<file path="src/rtl/ifetch_responder.sv">
// Instruction-fetch responder: single-outstanding PC fetch against a synchronous SRAM.
// Optional performance counters are enabled with `define IFETCH_PERF_EN.
module ifetch_responder #(
  parameter int unsigned MEM_AW      = 10,
  parameter int unsigned WAIT_CYCLES = 0,
  parameter logic [31:0] NOP_INSTR   = 32'h0000_0013
) (
  input  logic              clk,
  input  logic              reset_n,
  input  logic              req_valid,
  output logic              req_ready,
  input  logic [31:0]       req_addr,
  input  logic              flush,
  output logic              rsp_valid,
  input  logic              rsp_ready,
  output logic [31:0]       rsp_instr,
  output logic [31:0]       rsp_pc,
  output logic              rsp_err,
  output logic              mem_en,
  output logic [MEM_AW-1:0] mem_addr,
  input  logic [31:0]       mem_rdata,
  output logic [31:0]       perf_fetch,
  output logic [31:0]       perf_stall
);

  typedef enum logic [2:0] {
    S_IDLE,
    S_WAIT,
    S_ISSUE,
    S_CAPTURE,
    S_RESP
  } state_e;

  state_e      state_q, state_d;
  logic [31:0] pc_q, pc_d;
  logic [31:0] instr_q, instr_d;
  logic        err_q, err_d;
  logic [3:0]  cnt_q, cnt_d;
  logic        accept;
  logic        fault;

  always_comb begin
    req_ready = 1'b0;
    if (reset_n && !flush) begin
      case (state_q)
        S_IDLE:  req_ready = 1'b1;
        S_RESP:  req_ready = rsp_ready;
        default: req_ready = 1'b0;
      endcase
    end
  end

  assign accept = req_valid && req_ready;
  assign fault  = (req_addr[1:0] != 2'b00) || ((req_addr >> (MEM_AW + 2)) != 32'd0);

  always_comb begin
    state_d = state_q;
    pc_d    = pc_q;
    instr_d = instr_q;
    err_d   = err_q;
    cnt_d   = cnt_q;
    case (state_q)
      S_WAIT: begin
        cnt_d = cnt_q - 4'd1;
        if (cnt_q == 4'd1) state_d = S_ISSUE;
      end
      S_ISSUE: state_d = S_CAPTURE;
      S_CAPTURE: begin
        instr_d = mem_rdata;
        err_d   = 1'b0;
        state_d = S_RESP;
      end
      S_RESP: if (rsp_ready) state_d = S_IDLE;
      default: state_d = state_q;
    endcase
    // Accept covers both IDLE and the back-to-back case out of RESP.
    if (accept) begin
      pc_d = req_addr;
      if (fault) begin
        state_d = S_RESP;
        err_d   = 1'b1;
        instr_d = NOP_INSTR;
      end else if (WAIT_CYCLES == 0) begin
        state_d = S_ISSUE;
      end else begin
        state_d = S_WAIT;
        cnt_d   = 4'(WAIT_CYCLES);
      end
    end
    if (flush) state_d = S_IDLE;
  end

  always_ff @(posedge clk or negedge reset_n) begin
    if (!reset_n) begin
      state_q <= S_IDLE;
      pc_q    <= '0;
      instr_q <= '0;
      err_q   <= 1'b0;
      cnt_q   <= '0;
    end else begin
      state_q <= state_d;
      pc_q    <= pc_d;
      instr_q <= instr_d;
      err_q   <= err_d;
      cnt_q   <= cnt_d;
    end
  end

  assign rsp_valid = (state_q == S_RESP);
  assign rsp_instr = instr_q;
  assign rsp_pc    = pc_q;
  assign rsp_err   = err_q;
  assign mem_en    = (state_q == S_ISSUE);
  assign mem_addr  = pc_q[MEM_AW+1:2];

`ifdef IFETCH_PERF_EN
  logic [31:0] perf_fetch_q, perf_fetch_d;
  logic [31:0] perf_stall_q, perf_stall_d;

  always_comb begin
    perf_fetch_d = perf_fetch_q;
    perf_stall_d = perf_stall_q;
    if (accept) perf_fetch_d = perf_fetch_q + 32'd1;
    if (req_valid && !req_ready) perf_stall_d = perf_stall_q + 32'd1;
  end

  always_ff @(posedge clk or negedge reset_n) begin
    if (!reset_n) begin
      perf_fetch_q <= '0;
      perf_stall_q <= '0;
    end else begin
      perf_fetch_q <= perf_fetch_d;
      perf_stall_q <= perf_stall_d;
    end
  end

  assign perf_fetch = perf_fetch_q;
  assign perf_stall = perf_stall_q;
`else
  assign perf_fetch = '0;
  assign perf_stall = '0;
`endif

endmodule

</file>
<file path="config.mk">
export PLATFORM = sky130hd
export DESIGN_NAME = ifetch_responder
export DESIGN_NICKNAME = d
export VERILOG_FILES = /design/src/rtl/ifetch_responder.sv
export SDC_FILE = /design/constraint.sdc
export NUM_CORES = 1
export LEC_CHECK = 0
export ABC_AREA = 1
export BUFFER_PORTS_ARGS = -buffer_cell sky130_fd_sc_hd__buf_2
export CORE_MARGIN = 2
export CORE_UTILIZATION = 23
export DETAILED_ROUTE_END_ITERATION = 16
export HOLD_SLACK_MARGIN = 0.08
export MAX_ROUTING_LAYER = met4
export SLEW_MARGIN = 30
export SYNTH_ARGS = -nofsm -noshare
export SYNTH_HDL_FRONTEND = slang
export SYNTH_SLANG_ARGS = --single-unit
</file>
<file path="constraint.sdc">
create_clock -name clk -period 2.6 [get_ports clk]
set_input_delay 0.52 -clock clk [delete_from_list [all_inputs] [get_ports clk]]
set_output_delay 0.52 -clock clk [all_outputs]
set_load 0.02 [all_outputs]
</file>
Word level (Yosys, flattened, before mapping)
Cells that the tools add are included.

word-level totals
  input port bits = 69
  word-level logic and storage cells = 36
  output and inout bits = 142
  bits in registers = 72

cells by class
  add/subtract/negate cells = 1
  reductions and logical operators = 9
  equality and inequality tests = 7
  muxes and demuxes = 14

operator list
  kind                 number
  $mux 32              3
  $reduce_bool 32->1   1
  $mux 3               5
  $pmux 3 s4           1
  $eq 3x2->1 const B   2
  $reduce_bool 6->1    1
  $eq 4x1->1 const B   1
  $mux 1               4
  $ne 4x2->1 const B   1
  $ne 4x4->1 const B   1
  $sub 4x1->4 const B  1
  $eq 3x1->1 const B   1
  $eq 3x3->1 const B   1
  $logic_not 3->1      1
  $reduce_and 3->1     1
  $logic_and 1x1->1    2
  $pmux 1 s2           1
  $reduce_bool 2->1    1
  $logic_not 1->1      1
  $logic_or 1x1->1     1

Logic depth before layout (Yosys ltp)
Gate-level depths: netlist (run 1).

  word-level depth = 6
  mapped depth = 9
  gate-level depth less buffers = 9

Worst setup path before layout (run 1)
OpenSTA, ideal clock, no wires.

  path kind = input to register
  start point = in reset_n
  end point = reg instr_q[21] (netlist: rsp_instr[21])
  library setup time = 0.119 ns
  buffers on the path = 2
  stages = 9
  setup slack = 1.100 ns
  data arrival time = 1.381 ns
  data required time = 2.481 ns
  cell sequence = inv_1 -> nor2_1 -> nand3_2 -> nor2_4 -> nand2_4 -> inv_2 -> buf_6 -> buf_6 -> a21oi_2

on the way
  cells in the longest elaborated chain, start to end = 4

RTL lines
  item                   RTL line  RTL
  from (decl)            9         input logic reset_n,
  $logic_and 1x1->1      44        if (reset_n && !flush) begin
  $mux 1                 44
  $logic_and 1x1->1      53        assign accept = req_valid && req_ready;
  $mux 32                77        if (accept) begin
  named net instr_d[21]  36        logic [31:0] instr_q, instr_d;
  to (signal assigned)   103       instr_q <= instr_d;
  to (decl)              36

The timed path passes the listed nets, and every way through them passes these cells.
A chain may end at the register's enable or synchronous reset.

Worst setup path after layout (run 1)
  start point = reg state_q[1]
  end point = out req_ready

on the way
  cells in the longest elaborated chain, start to end = 3
  elaborated cells on any way between the ends = 4
  classes of those cells = eq/ne (1); mux (2); reduce/logical (1)

RTL lines
  item                                                  RTL line  RTL
  from (decl)                                           34        state_e state_q, state_d;
  from (signal assigned)                                101       state_q <= state_d;
  $eq 3x3->1 / $logic_not 3->1 (equally long branches)  45        case (state_q)
  $pmux 1 s2 (*)                                        45
  $mux 1 (*)                                            44
  to (decl)                                             11        output logic req_ready,

Mark *: on every way between the ends. The rest lies on a longest branch, timed or not.

==> results of run 1 <==
report_power, final:
part	total, mW	internal [mW]	leakage (nW)	switching, mW
Clock	1.15	0.689	0.134	0.465
Sequential	1.99	1.65	0.910	0.343
Combinational	2.65	0.849	1.51	1.80
Total	5.79	3.19	2.56	2.61
worst register-to-register path, cell delays in order, from the launching register on:
cell and delay [ns]:
dfrtp_1 0.66, nand3_2 0.54, buf_4 0.38, nand2_1 0.08, a21oi_1 0.06
layer usage:
metal | share of wire | track usage | routed length (um) | vias up
met5 | 0 | - | 0 | -
met4 | 0.017 | 0.0459 | 176 | 0
met3 | 0.052 | 0.0285 | 531 | 15
met2 | 0.48 | 0.179 | 4810 | 116
met1 | 0.45 | 0.147 | 4600 | 1483
li1 | - | - | - | 1533
Yosys cell counts:
library cell	number	share of area
nand2_1	146	0.15
o21ai_0	4	0.0053
clkbuf_1	9	0.0090
nor2_4	1	0.0030
a21oi_1	20	0.027
nand4_2	1	0.0033
nor2_1	15	0.015
inv_2	1	0.00099
dfrtp_1	72	0.48
conb_1	1	0.00099
buf_4	74	0.15
nand4_1	34	0.056
nand3_1	8	0.011
clkinv_1	1	0.00099
ha_1	2	0.0066
buf_6	4	0.012
mux2i_1	1	0.0027
nand3_2	3	0.0080
a21oi_2	10	0.023
nand2_4	1	0.0030
inv_1	14	0.014
buf_2	10	0.013
nor2_8	1	0.0053
nor3_2	1	0.0027
xor2_1	3	0.0070
logic make-up after synthesis:
| group | after synthesis | synth area share |
|---|---|---|
| compound gates | 34 | 0.0551 |
| xor+xnor | 3 | 0.00697 |
| fa+ha+maj | 2 | 0.00663 |
| buf+inv | 113 | 0.197 |
| flops | 72 | 0.478 |
| mux | 1 | 0.00265 |
| other cells | 1 | 0.000994 |
| simple gates | 211 | 0.252 |
area by class of cell:
cell class / instances / area share
clock inverter: 3 / 0.00376
inverter: 16 / 0.0129
multi-input combinational: 315 / 0.314
sequential: 72 / 0.387
timing repair buffer: 153 / 0.170
clock buffer: 12 / 0.0551
tap: 216 / 0.0580
final timing paths:
kind	slack (ns)	cells past startpoint	from	to
max	0.57	4	state_q[1]$_DFFE_PN0P_	req_ready
min	0.33	2	reset_n	rsp_pc[24]$_DFFE_PN0N_
max reg2reg	0.73	4	state_q[1]$_DFFE_PN0P_	rsp_instr[31]$_DFF_PN0_
min reg2reg	0.47	2	rsp_pc[28]$_DFFE_PN0N_	rsp_pc[28]$_DFFE_PN0N_
max in group asynchronous	1.81	2	reset_n	rsp_pc[3]$_DFFE_PN0N_
min in group clk	0.38	3	req_addr[8]	rsp_pc[8]$_DFFE_PN0N_
flip-flops by register name (all words and copies together) (netlist names):
name / flops
rsp_pc: 32
cnt_q: 4
rsp_instr: 32
rsp_err: 1
state_q: 3
metrics by stage:
step,cell area (um2),util,instances
after global placement,4380,0.275,772
after global routing,4660,0.292,787
after floorplan,4010,-,500
after CTS,4650,0.292,787
final,4660,0.292,787
after detailed placement,4380,0.275,772
==> impl_metrics.ini, run 1 <==
[yosys]
synth_area_mm2 = 0.00377
ys_seq_elements = 72
synth.distinct_cells = 25
syn_avg_cell_area_um2 = 8.63
synthCells = 437
yosys_warnings = 0
yosysSeqAreaShare = 0.478

[floorplan]
fp.dieW_um = 132
io_pins = 211
die_area_mm2 = 0.0174
initial_utilization = 0.237
core_mm2 = 0.0159
num_rows = 46
die_height_um = 132

[setup_path]
crit_chain = nor2_8 > nand3_2 > inv_1 > buf_2
crit_fanout = 11
crit_path_end_kind = output port
startpoint_type = flop
crit_required_ns = 2.08
crit_slowest_cell = dfrtp_1
crit_type = reg -> out
worstPathBufferInverterCount = 2
max_stage_delay_ns = 0.56
cp.arrival_ns = 1.51
crit_family = flip-flops

[sta]
postLayoutSetupSlackWorst_ns = 0.573
finalCritPeriodShare = 0.780
max_clock_freq_mhz = 493
period_needed_ns = 2.03
hold_viol_final = 0
rsz0062_at_grt = no
setup_viol = 0
skew_ns = 0.00576
fin_setup_tns_ns = 0
whs_ns = 0.332
worst_pin_slew_ns = 0.687
relSlewSlack = 0.542
slew_viol_final = 0

[layout]
layout_commonest_cell = nand2_1
seq_area_mm2 = 0.00180
nFillCells = 1735
multi_input_area_mm2 = 0.00146
final_cell_mix = nand2_1, buf_2, dfrtp_1, conb_1, nand4_1
num_antenna_cells = 0
area_growth_pct = 23.5
drive_gt1_frac = 0.326
nets = 638

[global_route]
antenna_found_initial = 0
grt_pass1_vias = 2893
grt_overflow = 0
track_usage = 0.116
grt_start_max_net_pins = 73
grt_pass1_wl_mm = 15.5

[drt]
drc = 0
drt-pass1-iter-count = 4
viasPerCell = 4.00
via_count = 3147
wl_per_cell_um = 12.9
drt_wl_total_mm = 10.1
drt-initial-drc-count = 120
detail-route-antenna-nets = 0

[pwr]
power_mw = 5.79
vdd_ir_drop_max_mv = 0.417
p_per_area_mw_per_mm2 = 1240
leakage_nw = 2.56

[run_status]
status = finished, final reports clean

[placement]
port_buffers = 146
post-dp-hpwl_mm = 6.99
place.gp.congestion = 0.748
pre_cts_slack_ns = 0.647

[clock_tree]
tritoncts = built
cts-resized-gates = 0
post_cts_buffers = 0
htree_num_levels = 3
cts.clk_slew.worst_paths_ns = 0.06
clockBufferDepth = 2
cts_buffers = 9
insertion_delay_ns = 0.33
clkSinkCount = 72
cts_root_buf = clkbuf_16
ctsHoldBuffers = 0

[flow_run]
maxCapViolations = 0

[hold_path]
hold_path.class = in -> async
Note: power is estimated with default switching activity, not from simulation.
==> run 2: changes to the inputs <==
--- a/config.mk
+++ b/config.mk
@@ -5,7 +5,7 @@
 export SDC_FILE = /design/constraint.sdc
 export NUM_CORES = 1
 export LEC_CHECK = 0
-export ABC_AREA = 1
+export ABC_AREA = 0
 export BUFFER_PORTS_ARGS = -buffer_cell sky130_fd_sc_hd__buf_2
 export CORE_MARGIN = 2
 export CORE_UTILIZATION = 23
==> constraint.sdc (replaced) <==
create_clock -name clk -period 1.8 [get_ports clk]
set_input_delay 0.36 -clock clk [delete_from_list [all_inputs] [get_ports clk]]
set_output_delay 0.36 -clock clk [all_outputs]
set_load 0.02 [all_outputs]
==> impl_metrics.ini, run 2 <==
[floorplan]
io_pins = 211
die_area_mm2 = 0.0164
die_height_um = 128
core_mm2 = 0.0151
fp.dieW_um = 128
num_rows = 45
initial_utilization = 0.234

[yosys]
synth-compound-area-share = 0.0286
ys_seq_elements = 72
yosysSeqAreaShare = 0.508
synth_most_common_cell = buf_4
yosys_warnings = 0
synth_area_leaders = dfrtp_1, buf_4, mux2_2
syn_avg_cell_area_um2 = 11.8
synthXorXnorAreaFrac = 0.00741
synth_commonest_cells = buf_4, dfrtp_1, nor2_1, mux2_2, mux2i_1
netlist.area_leader.share = 0.508
synth_mux_area_frac = 0.183
synthCells = 301
yosys_most_used_dff = dfrtp_1
synthAdderAreaFrac = 0.00705
synth_largest_area_cell = dfrtp_1
async_reset_ff_frac = 1.00
synthSimpleGateAreaFrac = 0.0801
synth_edf_count = 0
synth_area_mm2 = 0.00355
synth_top_family_by_area = buffers and inverters
synth.distinct_cells = 29

[layout]
postLayoutCellArea_mm2 = 0.00453
final_cell_mix = buf_2, dfrtp_1, conb_1, nor2_1, mux2_2
num_antenna_cells = 0
nets = 515
layout_commonest_cell = buf_2
area_growth_pct = 27.6
drive_gt1_frac = 0.454

[global_route]
antenna_found_initial = 0
grt_pass1_vias = 2363
track_usage = 0.0939
grt_pass1_wl_mm = 11.4
grt_overflow = 0
grt_start_max_net_pins = 73

[flow_run]
maxCapViolations = 0

[drt]
detail-route-antenna-nets = 0
drc = 0
drt-initial-drc-count = 40
via_count = 2474
drt_wl_total_mm = 7.30
wl_per_cell_um = 11.5
viasPerCell = 3.88
drt-pass1-iter-count = 4

[placement]
post-dp-hpwl_mm = 5.45
pre_cts_slack_ns = -0.203
port_buffers = 146
place.gp.congestion = 0.700
post_dp_cell_area_mm2 = 0.00421

[sta]
hold_viol_final = 0
worst_pin_slew_ns = 0.648
period_needed_ns = 1.69
skew_ns = 0.00648
finalCritPeriodShare = 0.940
relSlewSlack = 0.568
rsz0062_at_grt = no
setup_viol = 0
postLayoutSetupSlackWorst_ns = 0.107
slew_viol_final = 0
whs_ns = 0.142
max_clock_freq_mhz = 591

[pwr]
leakage_nw = 2.59
p_per_area_mw_per_mm2 = 1160
vdd_ir_drop_max_mv = 0.459

[run_status]
status = finished, final reports clean

[clock_tree]
clockBufferDepth = 2
cts-resized-gates = 0
clkSinkCount = 72
tritoncts = built
ctsHoldBuffers = 0
htree_num_levels = 3
cts_root_buf = clkbuf_16
cts.clk_slew.worst_paths_ns = 0.06
cts_buffers = 9
post_cts_buffers = 0
insertion_delay_ns = 0.34

[hold_path]
hold_path.class = in -> async

[setup_path]
crit_fanout = 7
cp.arrival_ns = 1.33
crit_path_end_kind = output port
crit_required_ns = 1.44
crit_type = reg -> out
startpoint_type = flop
run 2: cell count changes after synthesis, sizes merged, moves of 5 or more:
cell    previous run  this run
nor4               0         5
nor2              17        37
a21oi             30         3
clkbuf             9         0
mux2               0        32
nand3             11         0
inv               15         5
nand4             35         2
nand2            147         3
mux2i              1        29
run 2: power breakdown:
part / leakage, nW / switching, mW / total, mW / internal [mW]
Combinational: 1.53 / 0.840 / 1.35 / 0.510
Clock: 0.148 / 0.683 / 1.82 / 1.14
Sequential: 0.908 / 0.174 / 2.08 / 1.90
Total: 2.59 / 1.70 / 5.25 / 3.56
run 2: critical path: stages (launching register included):
cell	delay [ns]
dfrtp_1	0.47
nor2b_1	0.21
nor2b_1	0.15
buf_2	0.17
run 2: final cells by class:
type | instances | area, um2
Tap cell | 188 | 235
Multi-Input combinational cell | 202 | 1330
Clock inverter | 5 | 55.1
Clock buffer | 11 | 253
Sequential cell | 72 | 1800
Timing Repair Buffer | 154 | 835
Fill cell | 1542 | 10600
Inverter | 5 | 18.8
run 2: worst paths after layout:
path | endpoint | depth (start not counted) | startpoint | slack, ns
min in group clk | state_q[1]$_DFFE_PN0P_ | 2 | flush | 0.22
setup reg to reg | rsp_instr[7]$_DFF_PN0_ | 6 | state_q[0]$_DFFE_PN0P_ | 0.25
max in group asynchronous | rsp_instr[6]$_DFF_PN0_ | 2 | reset_n | 1.21
hold / removal | cnt_q[0]$_DFFE_PN0N_ | 2 | reset_n | 0.14
setup / recovery | mem_en | 3 | state_q[1]$_DFFE_PN0P_ | 0.11
hold reg to reg | cnt_q[3]$_DFFE_PN0N_ | 1 | cnt_q[3]$_DFFE_PN0N_ | 0.48
run 2: cell families (layout without fill, tap and decap cells):
kind of cell | after synthesis | after routing
fa+ha+maj | 2 | 2
flops | 72 | 72
other cells | 1 | 64
compound gates | 14 | 14
xor+xnor | 3 | 3
buf+inv | 90 | 175
mux | 61 | 61
simple gates | 58 | 58
run 2: through the flow:
step | cells | total power [mW] | utilization | setup TNS, ns
2_1_floorplan | 364 | 3.14 | - | 0
3_3_place_gp | 621 | 3.44 | 0.278 | -1.22
3_5_place_dp | 621 | 3.46 | 0.278 | -3.04
4_1_cts | 637 | 5.35 | 0.299 | 0
5_1_grt | 637 | 5.56 | 0.299 | 0
6_report | 637 | 5.25 | 0.299 | 0
run 2: per-layer routing:
layer	track usage	vias to the layer above	wire length [um]
li1	-	1156	-
met3	0.0355	10	684
met2	0.140	145	3320
met5	-	-	0
met4	0.0524	0	170
met1	0.109	1163	3130
